**src/rtl/wb_ram_arb_2_pkg.sv**
```systemverilog
// Shared Wishbone arbiter constants: grant-state encodings and watchdog counter sizing.
package wb_ram_arb_2_pkg;

    typedef enum logic [1:0] {
        IDLE = 2'd0,
        GNT0 = 2'd1,
        GNT1 = 2'd2
    } arb_state_t;

    // Counter must hold 0..timeout; a disabled watchdog still needs a legal 1-bit width.
    function automatic int unsigned wdog_width(input int unsigned timeout);
        return (timeout == 0) ? 1 : $clog2(timeout + 1);
    endfunction

endpackage

```
**src/rtl/wb_watchdog.sv**
```systemverilog
// Slave no-ack watchdog: counts strobed cycles without ack and raises a one-cycle hit.
module wb_watchdog
    import wb_ram_arb_2_pkg::*;
#(
    parameter int unsigned TIMEOUT = 16
) (
    input  logic clk,
    input  logic rst_n,
    input  logic stb,
    input  logic ack,
    input  logic restart,
    output logic hit
);

    generate
        if (TIMEOUT == 0) begin : g_off
            assign hit = 1'b0;
        end else begin : g_on
            localparam int unsigned CW = wdog_width(TIMEOUT);

            logic [CW-1:0] count;
            logic [CW-1:0] limit;
            logic          fire;

            assign limit = CW'(TIMEOUT - 1);
            // An ack in the limit cycle suppresses the hit, so ack always wins.
            assign fire  = stb && !ack && !restart && (count == limit);

            always_ff @(posedge clk or negedge rst_n) begin
                if (!rst_n) begin
                    count <= '0;
                    hit   <= 1'b0;
                end else begin
                    hit <= fire;
                    if (ack || !stb || restart || fire) begin
                        count <= '0;
                    end else begin
                        count <= count + 1'b1;
                    end
                end
            end
        end
    endgenerate

endmodule

```
**src/rtl/wb_ram_arb_2.sv**
```systemverilog
// Two-master round-robin Wishbone arbiter in front of a shared RAM slave, with no-ack watchdog.
module wb_ram_arb_2
    import wb_ram_arb_2_pkg::*;
#(
    parameter int          DATA_WIDTH   = 32,
    parameter int          ADDR_WIDTH   = 32,
    parameter int          SELECT_WIDTH = DATA_WIDTH / 8,
    parameter int unsigned TIMEOUT      = 16
) (
    input  logic                    clk,
    input  logic                    rst_n,

    input  logic [ADDR_WIDTH-1:0]   wbm0_adr_i,
    input  logic [DATA_WIDTH-1:0]   wbm0_dat_i,
    output logic [DATA_WIDTH-1:0]   wbm0_dat_o,
    input  logic                    wbm0_we_i,
    input  logic [SELECT_WIDTH-1:0] wbm0_sel_i,
    input  logic                    wbm0_stb_i,
    output logic                    wbm0_ack_o,
    output logic                    wbm0_err_o,
    input  logic                    wbm0_cyc_i,

    input  logic [ADDR_WIDTH-1:0]   wbm1_adr_i,
    input  logic [DATA_WIDTH-1:0]   wbm1_dat_i,
    output logic [DATA_WIDTH-1:0]   wbm1_dat_o,
    input  logic                    wbm1_we_i,
    input  logic [SELECT_WIDTH-1:0] wbm1_sel_i,
    input  logic                    wbm1_stb_i,
    output logic                    wbm1_ack_o,
    output logic                    wbm1_err_o,
    input  logic                    wbm1_cyc_i,

    output logic [ADDR_WIDTH-1:0]   wbs_adr_o,
    input  logic [DATA_WIDTH-1:0]   wbs_dat_i,
    output logic [DATA_WIDTH-1:0]   wbs_dat_o,
    output logic                    wbs_we_o,
    output logic [SELECT_WIDTH-1:0] wbs_sel_o,
    output logic                    wbs_stb_o,
    input  logic                    wbs_ack_i,
    output logic                    wbs_cyc_o
);

    arb_state_t state;
    arb_state_t next_state;
    arb_state_t pick;
    logic       last_gnt;
    logic       hit;
    logic       restart;

    always_ff @(posedge clk or negedge rst_n) begin
        if (!rst_n) begin
            state    <= IDLE;
            last_gnt <= 1'b1;
        end else begin
            state <= next_state;
            if (restart) begin
                if (next_state == GNT0) begin
                    last_gnt <= 1'b0;
                end else if (next_state == GNT1) begin
                    last_gnt <= 1'b1;
                end
            end
        end
    end

    // Re-arbitration happens in the same edge the owner drops cyc, so handover has no idle cycle.
    always_comb begin
        pick = IDLE;
        if (wbm0_cyc_i && wbm1_cyc_i) begin
            pick = last_gnt ? GNT0 : GNT1;
        end else if (wbm0_cyc_i) begin
            pick = GNT0;
        end else if (wbm1_cyc_i) begin
            pick = GNT1;
        end

        next_state = pick;
        case (state)
            GNT0:    if (wbm0_cyc_i) next_state = GNT0;
            GNT1:    if (wbm1_cyc_i) next_state = GNT1;
            default: ;
        endcase
    end

    assign restart = (next_state != state);

    always_comb begin
        wbs_adr_o  = '0;
        wbs_dat_o  = '0;
        wbs_we_o   = 1'b0;
        wbs_sel_o  = '0;
        wbs_stb_o  = 1'b0;
        wbs_cyc_o  = 1'b0;
        wbm0_dat_o = '0;
        wbm0_ack_o = 1'b0;
        wbm0_err_o = 1'b0;
        wbm1_dat_o = '0;
        wbm1_ack_o = 1'b0;
        wbm1_err_o = 1'b0;
        case (state)
            GNT0: begin
                wbs_adr_o  = wbm0_adr_i;
                wbs_dat_o  = wbm0_dat_i;
                wbs_we_o   = wbm0_we_i;
                wbs_sel_o  = wbm0_sel_i;
                wbs_stb_o  = wbm0_stb_i & ~hit;
                wbs_cyc_o  = wbm0_cyc_i;
                wbm0_dat_o = wbs_dat_i;
                wbm0_ack_o = wbs_ack_i;
                wbm0_err_o = hit & ~wbs_ack_i;
            end
            GNT1: begin
                wbs_adr_o  = wbm1_adr_i;
                wbs_dat_o  = wbm1_dat_i;
                wbs_we_o   = wbm1_we_i;
                wbs_sel_o  = wbm1_sel_i;
                wbs_stb_o  = wbm1_stb_i & ~hit;
                wbs_cyc_o  = wbm1_cyc_i;
                wbm1_dat_o = wbs_dat_i;
                wbm1_ack_o = wbs_ack_i;
                wbm1_err_o = hit & ~wbs_ack_i;
            end
            default: ;
        endcase
    end

    wb_watchdog #(
        .TIMEOUT(TIMEOUT)
    ) u_watchdog (
        .clk    (clk),
        .rst_n  (rst_n),
        .stb    (wbs_stb_o),
        .ack    (wbs_ack_i),
        .restart(restart),
        .hit    (hit)
    );

endmodule

```
**config.mk**
```make
export PLATFORM = sky130hd
export DESIGN_NAME = wb_ram_arb_2
export DESIGN_NICKNAME = d
export VERILOG_FILES = /design/src/rtl/wb_ram_arb_2_pkg.sv /design/src/rtl/wb_watchdog.sv /design/src/rtl/wb_ram_arb_2.sv
export SDC_FILE = /design/constraint.sdc
export NUM_CORES = 1
export LEC_CHECK = 0
export CAP_MARGIN = 25
export CORE_AREA = 2 2 122 124
export CTS_CLUSTER_SIZE = 10
export DETAILED_ROUTE_END_ITERATION = 8
export DIE_AREA = 0 0 124 126
export PLACE_DENSITY = 0.53
export SLEW_MARGIN = 20
export SYNTH_ARGS = -nofsm -noshare
export SYNTH_HDL_FRONTEND = slang
export SYNTH_SLANG_ARGS = --single-unit
```
**constraint.sdc**
```tcl
create_clock -name clk -period 2.37 [get_ports clk]
set_input_delay 0.237 -clock clk [delete_from_list [all_inputs] [get_ports clk]]
set_output_delay 0.237 -clock clk [all_outputs]
set_load 0.03 [all_outputs]
```
==> flow_summary_export.csv, run 1 <==
group,metric,value,unit
final_layout,post-route-util,37.0,%
cts,cts_setup_buffers,0,
placed_design,place.gp.congestion,0.928,
sta,setup-tns-final,0,ps
sta,fin_crit_sh,96.0,%
die,design.core.area,0.0143,mm2
final_layout,mostFrequentLayoutCell,"clkdlybuf4s50_1",
routing,wl_per_cell,18.8,um
logic_synthesis,synthArstFlopShare,100,%
worst_setup_path,worstSetupStartpointType,"flip-flop",
routing,wl,13000,um
sta,tightest_slew,443,ps
die,die_area,0.0156,mm2
global_route,antenna_found_initial,2,
sta,timing.fmax,440,MHz
die,ios,316,
routing,drc,0,
logic_synthesis,synth_ff_type,"dfrtp_1",
pwr,seqPwrFrac,3.9,%
outcome,status,"finished clean",
cts,postCtsHoldBufs,0,
pwr,power.switching,2.85,mW
pwr,clkPwrFrac,5.3,%
routing,dr_total_vias,2842,
worst_setup_path,worstSetupPathType,"flip-flop to output pin",
die,core.rowCount,44,
pwr,irDropWorstVdd,710,uV
worst_setup_path,cp-end-kind,"output pin",
pwr,power_leakage,2.27,nW
logic_synthesis,synthDistinctLibCells,28,
final_layout,mostFrequentLayoutCells,"205 x clkdlybuf4s50_1, 83 x buf_4, 70 x a22o_1, 66 x and2_1, 32 x buf_12",
worst_setup_path,cp_data_arrival_time,2040,ps
cts,clock-sinks,9,
logic_synthesis,netlist_instances,208,
sta,hold_viol,0,
cts,numCtsBuffers,3,
sta,holdWs,319,ps
die,die_h,126,um
cts,clkTransAtPathRegs,40,ps
cts,htreeDepth,1,
die,start_util,12.0,%
routing,initialDrtViolationCount,120,
final_layout,area_growth_syn_to_layout,207,%
logic_synthesis,ys_seq_elements,9,
pwr,power.total,5.63,mW
logic_synthesis,netlist_area,0.00172,mm2
cts,cts_root_buffer,"clkbuf_16",
logic_synthesis,synth.avg_cell_area,8.28,um2
sta,finalClockSkew,0.432,ps
sta,setup_viol,0,
global_route,grt_max_degree,71,
worst_setup_path,crit_fanout,35,
routing,via_per_inst,4.10,
global_route,overflow,0,
hold_path,hold_path_class,"input pin to async pin",
cts,clk_latency,230,ps
global_route,grt_util_all_layers,14.8,%
die,dieWidth,124,um
sta,rsz0062_at_grt,"false",
cts,tritoncts,"done",
pwr,power_density,1060,mW/mm2
final_layout,nNetsFinal,692,
pwr,swShare,50.7,%
final_layout,final_cell_area,0.00529,mm2
placed_design,placed_area,0.00517,mm2
logic_synthesis,synth_nets,390,
placed_design,portBuffers,315,
routing,ant_nets,0,
pwr,cellInternalPower,2.78,mW
worst_setup_path,required,2130,ps
flow_run,maxCapViolations,0,
sta,timing.final.crit_period,2270,ps
global_route,grt_first_pass_wirelength,17600,um
global_route,grt_pass1_vias,2767,
logic_synthesis,synth-edff-count,0,
placed_design,hpwl,10700,um
final_layout,drive_gt1_share,26.1,%
cts,clk_path_buf_depth,2,
logic_synthesis,yosysSeqAreaShare,13.2,%
pwr,pwr-share-comb,90.8,%
routing,dr.pass1.iters,4,
sta,slew_headroom,70.4,%
logic_synthesis,yosys_warnings,0,
sta,slew_viol_final,0,
==> per-layer routing <==
layer | part of all wire (%) | track usage, % | up-vias
met5 | 0.12 | 0 | -
met2 | 49 | 26.1 | 144
met3 | 9.7 | 5.16 | 10
li1 | - | - | 1374
met1 | 40 | 18.0 | 1312
met4 | 0.64 | 0.925 | 2
==> worst max-delay path, stage by stage (launching register included) <==
cell       delay, ps
dfrtp_2          420
inv_1             90
ha_4             340
and2b_2          280
clkbuf_16        220
a22o_1           280
buf_12           150
==> cell type report <==
type                       instances  area [um2]
fill                            1472        9020
timing repair buffer             321        3340
multi-input combinational        169        1390
tap                              184         230
sequential                         9         228
clock buffer                       4        78.8
inverter                           6        22.5
antenna                            1        2.50
==> worst paths after layout <==
path | from | end | slack (ps) | depth (start not counted)
max reg2reg | state[0] | last_gnt | 400 | 7
min in group clk | u_watchdog.g_on.count[0] | u_watchdog.g_on.count[0] | 450 | 1
min | rst_n | u_watchdog.g_on.count[0] | 320 | 1
min reg2reg | u_watchdog.g_on.count[0] | u_watchdog.g_on.count[0] | 450 | 1
max | state[0] | wbs_dat_o[15] | 100 | 6
max in group asynchronous | rst_n | last_gnt | 1720 | 1
==> cell families (layout without fill, tap and decap cells) <==
kind of cell	after synthesis	count (layout)	share of synthesized area [%]
muxes	2	2	1.16
AOI/OAI and AO/OA	73	73	38.9
DFF	9	9	13.2
buffers and inverters	30	331	7.41
xor gates and xnor gates	4	4	3.13
other	0	1	0
and+or+nand+nor	85	85	32.6
adders and majority gates	5	5	3.63
==> through the flow <==
step | setup WS, ps | std cells
6_report | 95.5 | 694
3_3_place_gp | 150 | 688
3_5_place_dp | 112 | 688
5_1_grt | 24.6 | 693
2_1_floorplan | 182 | 208
4_1_cts | 72.0 | 692
==> flip-flops by register name, summed over array words and instances, names as in the netlist <==
name and count:
state 2, last_gnt 1, u_watchdog.hit 1, u_watchdog.g_on.count 5
==> cells in the mapped netlist, types with 2 or more instances <==
cell       n  share of area, %
a22o_1    70                36
nand3_1    2              0.58
dfrtp_1    8                12
nor2b_4    2               1.6
buf_6      2               1.3
xnor2_1    2               1.0
inv_1      6               1.3
clkbuf_1  22               4.8
and2_1    66                24
nor2_1     4              0.87
ha_1       5               3.6
and3b_1    2               1.0
mux2i_1    2               1.2
==> repair_timing <==
item,4_1_cts,5_1_grt
hold endpoints to repair,0,0
setup endpoints to repair,70,4
cloned,0,1
resized for setup,3,0
==> power groups by stage <==
stage          logic, mW  registers, mW  clock network, mW
2_1_floorplan       2.74          0.210                  0
3_3_place_gp        5.05          0.213                  0
3_5_place_dp        5.06          0.216                  0
4_1_cts             5.11          0.219              0.308
5_1_grt             5.38          0.222              0.315
6_report            5.11          0.218              0.298
No activity file was read; power rests on OpenSTA's default activity.
==> run 2, diff against run 1 <==
--- a/config.mk
+++ b/config.mk
@@ -6,11 +6,11 @@
 export NUM_CORES = 1
 export LEC_CHECK = 0
 export CAP_MARGIN = 25
-export CORE_AREA = 2 2 122 124
+export CORE_AREA = 10 10 113 115
 export CTS_CLUSTER_SIZE = 10
 export DETAILED_ROUTE_END_ITERATION = 8
-export DIE_AREA = 0 0 124 126
-export PLACE_DENSITY = 0.53
+export DIE_AREA = 0 0 123 125
+export PLACE_DENSITY = 0.68
 export SLEW_MARGIN = 20
 export SYNTH_ARGS = -nofsm -noshare
 export SYNTH_HDL_FRONTEND = slang
==> flow_summary_export.csv, run 2 (same netlist as run 1, synthesis figures left out) <==
group,metric,value,unit
outcome,status,"finished clean",
routing,ant_nets,0,
global_route,antenna_found_initial,0,
die,die_area,0.0154,mm2
final_layout,regMostFlops,"u_watchdog.g_on.count",
pwr,power_density,1050,mW/mm2
cts,cts_root_buffer,"clkbuf_8",
flow_run,maxCapViolations,0,
die,design.core.area,0.0106,mm2
cts,clk_path_buf_depth,2,
final_layout,mostFrequentLayoutCells,"207 x clkdlybuf4s50_1, 89 x buf_4, 70 x a22o_1, 66 x and2_1, 27 x buf_12",
cts,cts_setup_buffers,0,
die,start_util,16.2,%
worst_setup_path,worstSetupPathType,"flip-flop to output pin",
sta,slew_headroom,70.0,%
cts,htreeDepth,1,
cts,clk_latency,230,ps
pwr,power_leakage,2.25,nW
sta,tightest_slew,447,ps
final_layout,fin_cells,652,
final_layout,n_antenna_cell,0,
sta,timing.final.crit_period,2220,ps
worst_setup_path,crit_family,"buffers and inverters",
worst_setup_path,cp_common_cell,"buf_12",
worst_setup_path,slowest_stage,"and2b_4",
sta,finalClockSkew,4.91,ps
routing,via_per_inst,4.38,
worst_setup_path,worstSetupStartpointType,"flip-flop",
final_layout,drive_gt1_share,25.8,%
worst_setup_path,worstPathCellList,"inv_1 -> ha_1 -> and2b_4 -> buf_12 -> a22o_1 -> buf_12",
routing,drc,0,
cts,clock-sinks,9,
final_layout,nNetsFinal,695,
final_layout,fillCellCount,996,
global_route,grt_util_all_layers,16.8,%
die,core.rowCount,38,
sta,setup-tns-final,0,ps
routing,dr_total_vias,2854,
cts,numCtsBuffers,3,
routing,wl_per_cell,22.5,um
sta,rsz0062_at_grt,"false",
cts,clkTransAtPathRegs,50,ps
global_route,grt_max_degree,64,
final_layout,largest_reg_flops,5,
final_layout,mostFrequentLayoutCell,"clkdlybuf4s50_1",
final_layout,area_growth_syn_to_layout,199,%
routing,wl,14700,um
cts,tritoncts,"done",
sta,timing.fmax,450,MHz
worst_setup_path,cp_data_arrival_time,1990,ps
sta,fin_crit_sh,93.9,%
cts,postCtsHoldBufs,0,
sta,setup_viol,0,
placed_design,place.gp.congestion,1.08,
sta,slew_viol_final,0,
hold_path,hold_path_class,"input pin to async pin",
routing,initialDrtViolationCount,124,
worst_setup_path,cpPeakStageDelay,380,ps
worst_setup_path,timing.rr.start,"state[0]",
global_route,overflow,0,
worst_setup_path,cp-end-kind,"output pin",
placed_design,portBuffers,315,
worst_setup_path,cp-startpoint,"state[0]",
pwr,irDropWorstVdd,512,uV
worst_setup_path,required,2130,ps
die,dieWidth,123,um
die,die_h,125,um
die,ios,316,
global_route,grt_first_pass_wirelength,19900,um
global_route,grt_pass1_vias,2757,
final_layout,largestRegisters,"u_watchdog.g_on.count x5, state x2",
sta,hold_viol,0,
placed_design,place_inst,647,
worst_setup_path,crit_fanout,32,
routing,dr.pass1.iters,4,
placed_design,hpwl,12800,um
worst_setup_path,cp_num_buf_inv,3,
==> run 2: cell types whose count changed in the layout (fill, tap and decap cells not counted), sizes merged <==
cell,delta
clkdlybuf4s50,+2
buf,+1
diode,-1
==> run 2: worst register-to-register path, delay by kind of cell, from the launching register on <==
family	cells	cell delay, ps
buf+inv	2	330
simple gates	3	470
compound gates	1	280
fa+ha+maj	1	240
xor+xnor	1	280
flops	1	380
==> run 2: repair_timing <==
action,CTS,global route
endpoints found under the setup margin,0,55
resized for setup,0,1
hold endpoints to repair,0,0
==> run 2: cell type report <==
class | count | area (um2) | share of cell area [%]
clock buffer | 4 | 45.0 | 0.874
sequential | 9 | 226 | 4.40
multi-input combinational | 169 | 1380 | 26.7
inverter | 6 | 22.5 | 0.437
tap | 140 | 175 | 3.40
timing repair buffer | 324 | 3310 | 64.2
==> run 2: per-stage QoR <==
stage | total power, mW | area, um2 | hold slack, ps | worst slack (ps) | utilization (%)
final | 5.42 | 5150 | 305 | 146 | 48.6
after global routing | 5.68 | 5150 | 330 | 45.9 | 48.6
after CTS | 5.43 | 5130 | 316 | 31.9 | 48.3
after detailed placement | 5.23 | 5080 | 457 | 297 | 47.9
after global placement | 5.20 | 5080 | 442 | 350 | 47.9
after floorplan | 2.95 | 1720 | -58.6 | 182 | -
==> run 2: worst paths after layout <==
| check | cells past startpoint | slack (ps) | end |
|---|---|---|---|
| worst max-delay path | 6 | 150 | wbs_dat_o[19] |
| worst min-delay path | 1 | 300 | u_watchdog.g_on.count[2] |
| worst max register to register | 8 | 310 | u_watchdog.g_on.count[4] |
| worst min register to register | 1 | 460 | u_watchdog.g_on.count[0] |
| max in group asynchronous | 1 | 1740 | last_gnt |
| min in group clk | 1 | 460 | u_watchdog.g_on.count[0] |
==> run 2: power by group <==
group          switching (mW)  internal (mW)  total [mW]  leakage (nW)
registers              0.0159          0.185       0.201         0.120
clock network          0.0588          0.117       0.176        0.0228
logic                    2.77           2.27        5.04          2.11
total                    2.85           2.57        5.42          2.25
==> run 2: routing by layer <==
| metal | track usage (%) | routed length (um) | up-vias |
|---|---|---|---|
| met5 | 0 | 0 | - |
| met4 | 2.60 | 244 | 0 |
| met3 | 3.65 | 984 | 14 |
| met2 | 31.9 | 7940 | 125 |
| met1 | 18.8 | 5480 | 1342 |
| li1 | - | - | 1373 |
